==> src/rtl/mem_wb_pkg.sv <==
// Shared constants and FSM encoding for the memory/write-back stage.
package mem_wb_pkg;

  localparam int unsigned ADDR_W     = 32;
  localparam int unsigned WORD_W     = 32;
  localparam int unsigned REG_IDX_W  = 5;
  localparam int unsigned DEST_SRC_W = 2;

  // Destination-source select values driven by EX
  localparam logic [DEST_SRC_W-1:0] DEST_SRC_NONE = 2'd0;
  localparam logic [DEST_SRC_W-1:0] DEST_SRC_ALU  = 2'd1;
  localparam logic [DEST_SRC_W-1:0] DEST_SRC_MEM  = 2'd2;
  localparam logic [DEST_SRC_W-1:0] DEST_SRC_LINK = 2'd3;

  typedef enum logic [0:0] {
    MWB_IDLE = 1'b0,
    MWB_REQ  = 1'b1
  } mwb_state_t;

endpackage

==> src/rtl/mem_wb_timeout.sv <==
// Memory-ack watchdog: counts REQ cycles without ack, flags the last allowed cycle.
module mem_wb_timeout #(
  parameter int unsigned TIMEOUT_CYC = 16
) (
  input  logic clk,
  input  logic aresetn,
  input  logic clr,
  input  logic en,
  output logic expired
);

  localparam int unsigned CNT_W = (TIMEOUT_CYC > 2) ? $clog2(TIMEOUT_CYC) : 1;

  logic [CNT_W-1:0] count;

  // Cycle counter with synchronous clear taking priority over increment
  always_ff @(posedge clk or negedge aresetn) begin
    if (!aresetn) begin
      count <= '0;
    end else if (clr) begin
      count <= '0;
    end else if (en) begin
      count <= count + CNT_W'(1);
    end
  end

  assign expired = (count == CNT_W'(TIMEOUT_CYC - 1));

endmodule

==> src/rtl/mem_wb.sv <==
// Final pipeline stage: data-memory access over req/ack plus register write-back.
module mem_wb
  import mem_wb_pkg::*;
#(
  parameter int unsigned ADDR_W      = mem_wb_pkg::ADDR_W,
  parameter int unsigned WORD_W      = mem_wb_pkg::WORD_W,
  parameter int unsigned REG_IDX_W   = mem_wb_pkg::REG_IDX_W,
  parameter int unsigned DEST_SRC_W  = mem_wb_pkg::DEST_SRC_W,
  parameter int unsigned TIMEOUT_CYC = 16
) (
  input  logic                  clk,
  input  logic                  aresetn,
  input  logic                  clr,
  input  logic                  i_valid,
  input  logic [ADDR_W-1:0]     i_pc,
  input  logic [DEST_SRC_W-1:0] i_dest_src,
  input  logic [REG_IDX_W-1:0]  i_dest_reg,
  input  logic [WORD_W-1:0]     i_alu_result,
  input  logic                  i_mem_we,
  input  logic [WORD_W-1:0]     i_store_data,
  output logic                  o_stall,
  output logic                  o_mem_req,
  output logic                  o_mem_we,
  output logic [ADDR_W-1:0]     o_mem_addr,
  output logic [WORD_W-1:0]     o_mem_wdata,
  input  logic                  i_mem_ack,
  input  logic [WORD_W-1:0]     i_mem_rdata,
  output logic                  o_wb_dest_en,
  output logic [REG_IDX_W-1:0]  o_wb_dest_reg,
  output logic [WORD_W-1:0]     o_wb_dest_data,
  output logic                  o_mem_err
);

  mwb_state_t             state, state_next;
  logic                   mem_we, we_next;
  logic [ADDR_W-1:0]      mem_addr, addr_next;
  logic [WORD_W-1:0]      mem_wdata, wdata_next;
  logic                   pend_load, pend_load_next;
  logic [REG_IDX_W-1:0]   pend_reg, pend_reg_next;
  logic                   wb_en, wb_en_next;
  logic [REG_IDX_W-1:0]   wb_reg, wb_reg_next;
  logic [WORD_W-1:0]      wb_data, wb_data_next;
  logic                   err, err_next;
  logic                   cnt_clr, cnt_en, expired;
  logic                   is_mem;

  assign is_mem = (i_dest_src == DEST_SRC_W'(DEST_SRC_MEM)) || i_mem_we;

  mem_wb_timeout #(
    .TIMEOUT_CYC (TIMEOUT_CYC)
  ) u_timeout (
    .clk     (clk),
    .aresetn (aresetn),
    .clr     (cnt_clr),
    .en      (cnt_en),
    .expired (expired)
  );

  // Next-state, request latching and write-back selection; flush overrides all
  always_comb begin
    state_next     = state;
    we_next        = mem_we;
    addr_next      = mem_addr;
    wdata_next     = mem_wdata;
    pend_load_next = pend_load;
    pend_reg_next  = pend_reg;
    wb_en_next     = 1'b0;
    wb_reg_next    = wb_reg;
    wb_data_next   = wb_data;
    err_next       = 1'b0;
    cnt_clr        = 1'b0;
    cnt_en         = 1'b0;

    if (clr) begin
      state_next = MWB_IDLE;
      we_next    = 1'b0;
    end else begin
      case (state)
        MWB_IDLE: begin
          if (i_valid) begin
            if (is_mem) begin
              state_next     = MWB_REQ;
              we_next        = i_mem_we;
              addr_next      = ADDR_W'(i_alu_result);
              wdata_next     = i_store_data;
              pend_load_next = !i_mem_we;
              pend_reg_next  = i_dest_reg;
              cnt_clr        = 1'b1;
            end else begin
              wb_reg_next = i_dest_reg;
              if (i_dest_src == DEST_SRC_W'(DEST_SRC_ALU)) begin
                wb_en_next   = (i_dest_reg != '0);
                wb_data_next = i_alu_result;
              end else if (i_dest_src == DEST_SRC_W'(DEST_SRC_LINK)) begin
                wb_en_next   = (i_dest_reg != '0);
                wb_data_next = WORD_W'(i_pc) + WORD_W'(4);
              end
            end
          end
        end
        MWB_REQ: begin
          // Ack on the expiry cycle still completes normally
          if (i_mem_ack) begin
            state_next = MWB_IDLE;
            we_next    = 1'b0;
            if (pend_load) begin
              wb_en_next   = (pend_reg != '0);
              wb_reg_next  = pend_reg;
              wb_data_next = i_mem_rdata;
            end
          end else if (expired) begin
            state_next = MWB_IDLE;
            we_next    = 1'b0;
            err_next   = 1'b1;
          end else begin
            cnt_en = 1'b1;
          end
        end
        default: begin
          state_next = MWB_IDLE;
          we_next    = 1'b0;
        end
      endcase
    end
  end

  // Pipeline state and registered outputs
  always_ff @(posedge clk or negedge aresetn) begin
    if (!aresetn) begin
      state     <= MWB_IDLE;
      mem_we    <= 1'b0;
      mem_addr  <= '0;
      mem_wdata <= '0;
      pend_load <= 1'b0;
      pend_reg  <= '0;
      wb_en     <= 1'b0;
      wb_reg    <= '0;
      wb_data   <= '0;
      err       <= 1'b0;
    end else begin
      state     <= state_next;
      mem_we    <= we_next;
      mem_addr  <= addr_next;
      mem_wdata <= wdata_next;
      pend_load <= pend_load_next;
      pend_reg  <= pend_reg_next;
      wb_en     <= wb_en_next;
      wb_reg    <= wb_reg_next;
      wb_data   <= wb_data_next;
      err       <= err_next;
    end
  end

  assign o_stall        = (state == MWB_REQ);
  assign o_mem_req      = (state == MWB_REQ);
  assign o_mem_we       = mem_we;
  assign o_mem_addr     = mem_addr;
  assign o_mem_wdata    = mem_wdata;
  assign o_wb_dest_en   = wb_en;
  assign o_wb_dest_reg  = wb_reg;
  assign o_wb_dest_data = wb_data;
  assign o_mem_err      = err;

endmodule

==> config.mk <==
export PLATFORM = sky130hd
export DESIGN_NAME = mem_wb
export DESIGN_NICKNAME = d
export VERILOG_FILES = /design/src/rtl/mem_wb_pkg.sv /design/src/rtl/mem_wb_timeout.sv /design/src/rtl/mem_wb.sv
export SDC_FILE = /design/constraint.sdc
export NUM_CORES = 1
export LEC_CHECK = 0
export CAP_MARGIN = 30
export CORE_ASPECT_RATIO = 2
export CORE_MARGIN = 4
export CORE_UTILIZATION = 43
export DETAILED_ROUTE_END_ITERATION = 8
export PLACE_DENSITY = 0.89
export SLEW_MARGIN = 40
export SYNTH_ARGS = -nofsm -noshare
export SYNTH_HDL_FRONTEND = slang
export SYNTH_HIERARCHICAL = 1
export SYNTH_SLANG_ARGS = --single-unit
==> constraint.sdc <==
create_clock -name clk -period 2.3 [get_ports clk]
set_input_delay 0.69 -clock clk [delete_from_list [all_inputs] [get_ports clk]]
set_output_delay 0.69 -clock clk [all_outputs]
set_load 0.05 [all_outputs]
==> flow_summary.toml <==
[timing]
relSlewSlack_pct = 62.5
whs_ps = 209
finClkSkew_ps = 6.25
fin_crit_ps = 2270
finalSetupTns_ps = 0
period_share_pct = 98.7
worst_pin_slew_ps = 562
fmax_mhz = 440
hold_viol_final = 0
setup_viol = 0
slew_violations = 0
rsz0062_at_grt = "true"

[detailed_routing]
dr.pass1.iters = 5
drc = 0
vias = 5990
wl_mm = 21.3
drt_iter0_markers = 372
ant_nets = 0
vias_per_cell = 5.38
wl_per_cell_um = 19.2

[global_routing]
grt_overflow = 0
grt_pass1_wl_mm = 32.6
grt_usage_pct = 27.1
grt_antenna_before_repair = 2
grt_max_degree = 45
grt_pass1_vias = 6409

[logic_synthesis]
synth-main-ff-cell = "dfrtp_1"
synth-edff-count = 0
syn_nets = 768
synthCells = 625
syn_area_um2 = 5750
synth_cell_type_count = 62
yosysSeqAreaShare_pct = 50.0
ys_seq_elements = 115
async_flop_share_pct = 100
yosys_warnings = 6
syn_area_per_cell_um2 = 9.20

[power]
peakVddDrop_mv = 0.592
p_leak_nw = 5.18
p_per_area_nw_per_um2 = 953

[cts]
cts_inserted_buffers = 17
cts_max_level = 4
path_clk_slew_ps = 60
cts_tree = "done"
clockRootBuffer = "clkbuf_16"
clk_latency_ps = 410
clkSinkCount = 115
cts_max_path_buffers = 2

[worst_setup_path]
crit_buf_inv = 1
critPathSlowestCell = "clkdlybuf4s50_1"
cp.required_ps = 1610
reg2reg_from = "o_mem_req"
max_stage_delay_ps = 810
cp_cell_sequence = "clkdlybuf4s50_1"
cp-end-kind = "primary output"
cp_top_family = "buffers and inverters"
path_class = "register to primary output"
path_max_fanout = 2
crit_start = "o_mem_addr[5]"
crit_arrival_ps = 1580
r2r_slack_ps = 480
startpoint_type = "register"

[status]
outcome = "complete, no violations"

[die]
dieWidth_um = 89.8
core_um2 = 13100
pin_count = 247
start_util_pct = 44.0
die_h_um = 172
dieArea_um2 = 15400
rows = 59

[final_layout]
fin_nets = 1090
final_cell_mix = "210 x nand2_1, 162 x clkdlybuf4s50_1, 114 x dfrtp_1"
layout-drive-gt1-share_pct = 18.6
ff_latch_area_um2 = 2880
fin_area_um2 = 9810
syn2layout_area_growth_pct = 70.5
multiInputGateArea_um2 = 2680
layout_commonest_cell = "nand2_1"
fill_cells = 876

[placement]
dp_hpwl_mm = 16.1
placed_area_um2 = 8950
portBuffers = 246
place.gp.congestion = 0.924

[job]
maxCapViolCount = 0

[min_path]
hold_class = "input pin to async pin"
## worst paths after layout
| kind | end | depth (start not counted) |
|---|---|---|
| hold reg to reg | o_mem_wdata[4] | 2 |
| setup / recovery | o_mem_addr[5] | 1 |
| setup reg to reg | o_mem_wdata[25] | 7 |
| max in group asynchronous | o_wb_dest_data[14] | 2 |
| min in group clk | o_mem_wdata[4] | 2 |
| hold / removal | pend_reg[3] | 1 |
## metal layers
metal / share of wire, % / global-route usage [%] / vias to the layer above
li1: - / - / 2804
met1: 35 / 27.5 / 2850
met2: 54 / 50.1 / 260
met3: 5.4 / 6.52 / 76
met4: 5.2 / 16.4 / 0
met5: 0 / 0 / -
## area by class of cell
cell class / instances / area share (%)
Timing Repair Buffer: 337 / 34.8
Sequential cell: 115 / 29.4
Multi-Input combinational cell: 465 / 27.4
Clock buffer: 17 / 4.34
Tap cell: 152 / 1.94
Clock inverter: 15 / 1.76
Inverter: 11 / 0.421
Antenna cell: 2 / 0.0510
## Yosys cell counts, types with 3 or more instances
cell,n,area [um^2]
o21ai_0,23,115
dfrtp_1,115,2880
xor2_1,7,61.3
nand3_1,21,105
o211ai_1,5,37.5
buf_4,4,30.0
buf_6,5,56.3
inv_1,10,37.5
and3_1,11,68.8
o21a_1,3,22.5
nor2_1,23,86.3
nand2b_1,5,31.3
xnor2_1,17,149
a221o_1,7,70.1
o21ai_1,3,15.0
buf_2,11,55.1
nand3b_1,4,30.0
a221oi_1,5,43.8
a21oi_1,20,100
nand2_1,211,792
clkbuf_1,14,52.6
mux2_2,25,282
nor3_1,4,20.0
nor4_1,4,25.0
nand4_1,19,119
## per-stage QoR
step	cells	total power [mW]	util, %	setup WS [ps]
floorplan	625	5.10	-	195
global placement	1073	6.65	68.5	-379
detailed placement	1073	6.74	68.5	-438
CTS	1107	9.43	73.1	0.284
global route	1114	9.74	75.1	-32.8
finish	1114	9.35	75.1	29.7
## power by group
group	total (mW)	switching (mW)	internal, mW
combinational	3.88	2.52	1.36
sequential	2.79	0.270	2.52
clock	2.68	1.06	1.63
total	9.35	3.84	5.51
## logic make-up (layout without fill, tap and decap cells)
kind of cell	count (synthesis)	in the layout	synth area share, %
DFF	115	115	50.0
other	0	2	0
buffers and inverters	45	380	4.09
and+or+nand+nor	324	324	26.1
AOI/OAI and AO/OA	87	87	10.2
adders and majority gates	2	2	0.435
muxes	28	28	5.50
xor gates and xnor gates	24	24	3.65
## what timing repair did
action,4_1_cts,5_1_grt
resized for setup,5,75
endpoints found under the hold margin,0,0
setup buffers,2,5
hold buffers,0,0
pin swaps,1,13
endpoints found under the setup margin,7,69
(Power assumes the default switching activity.)
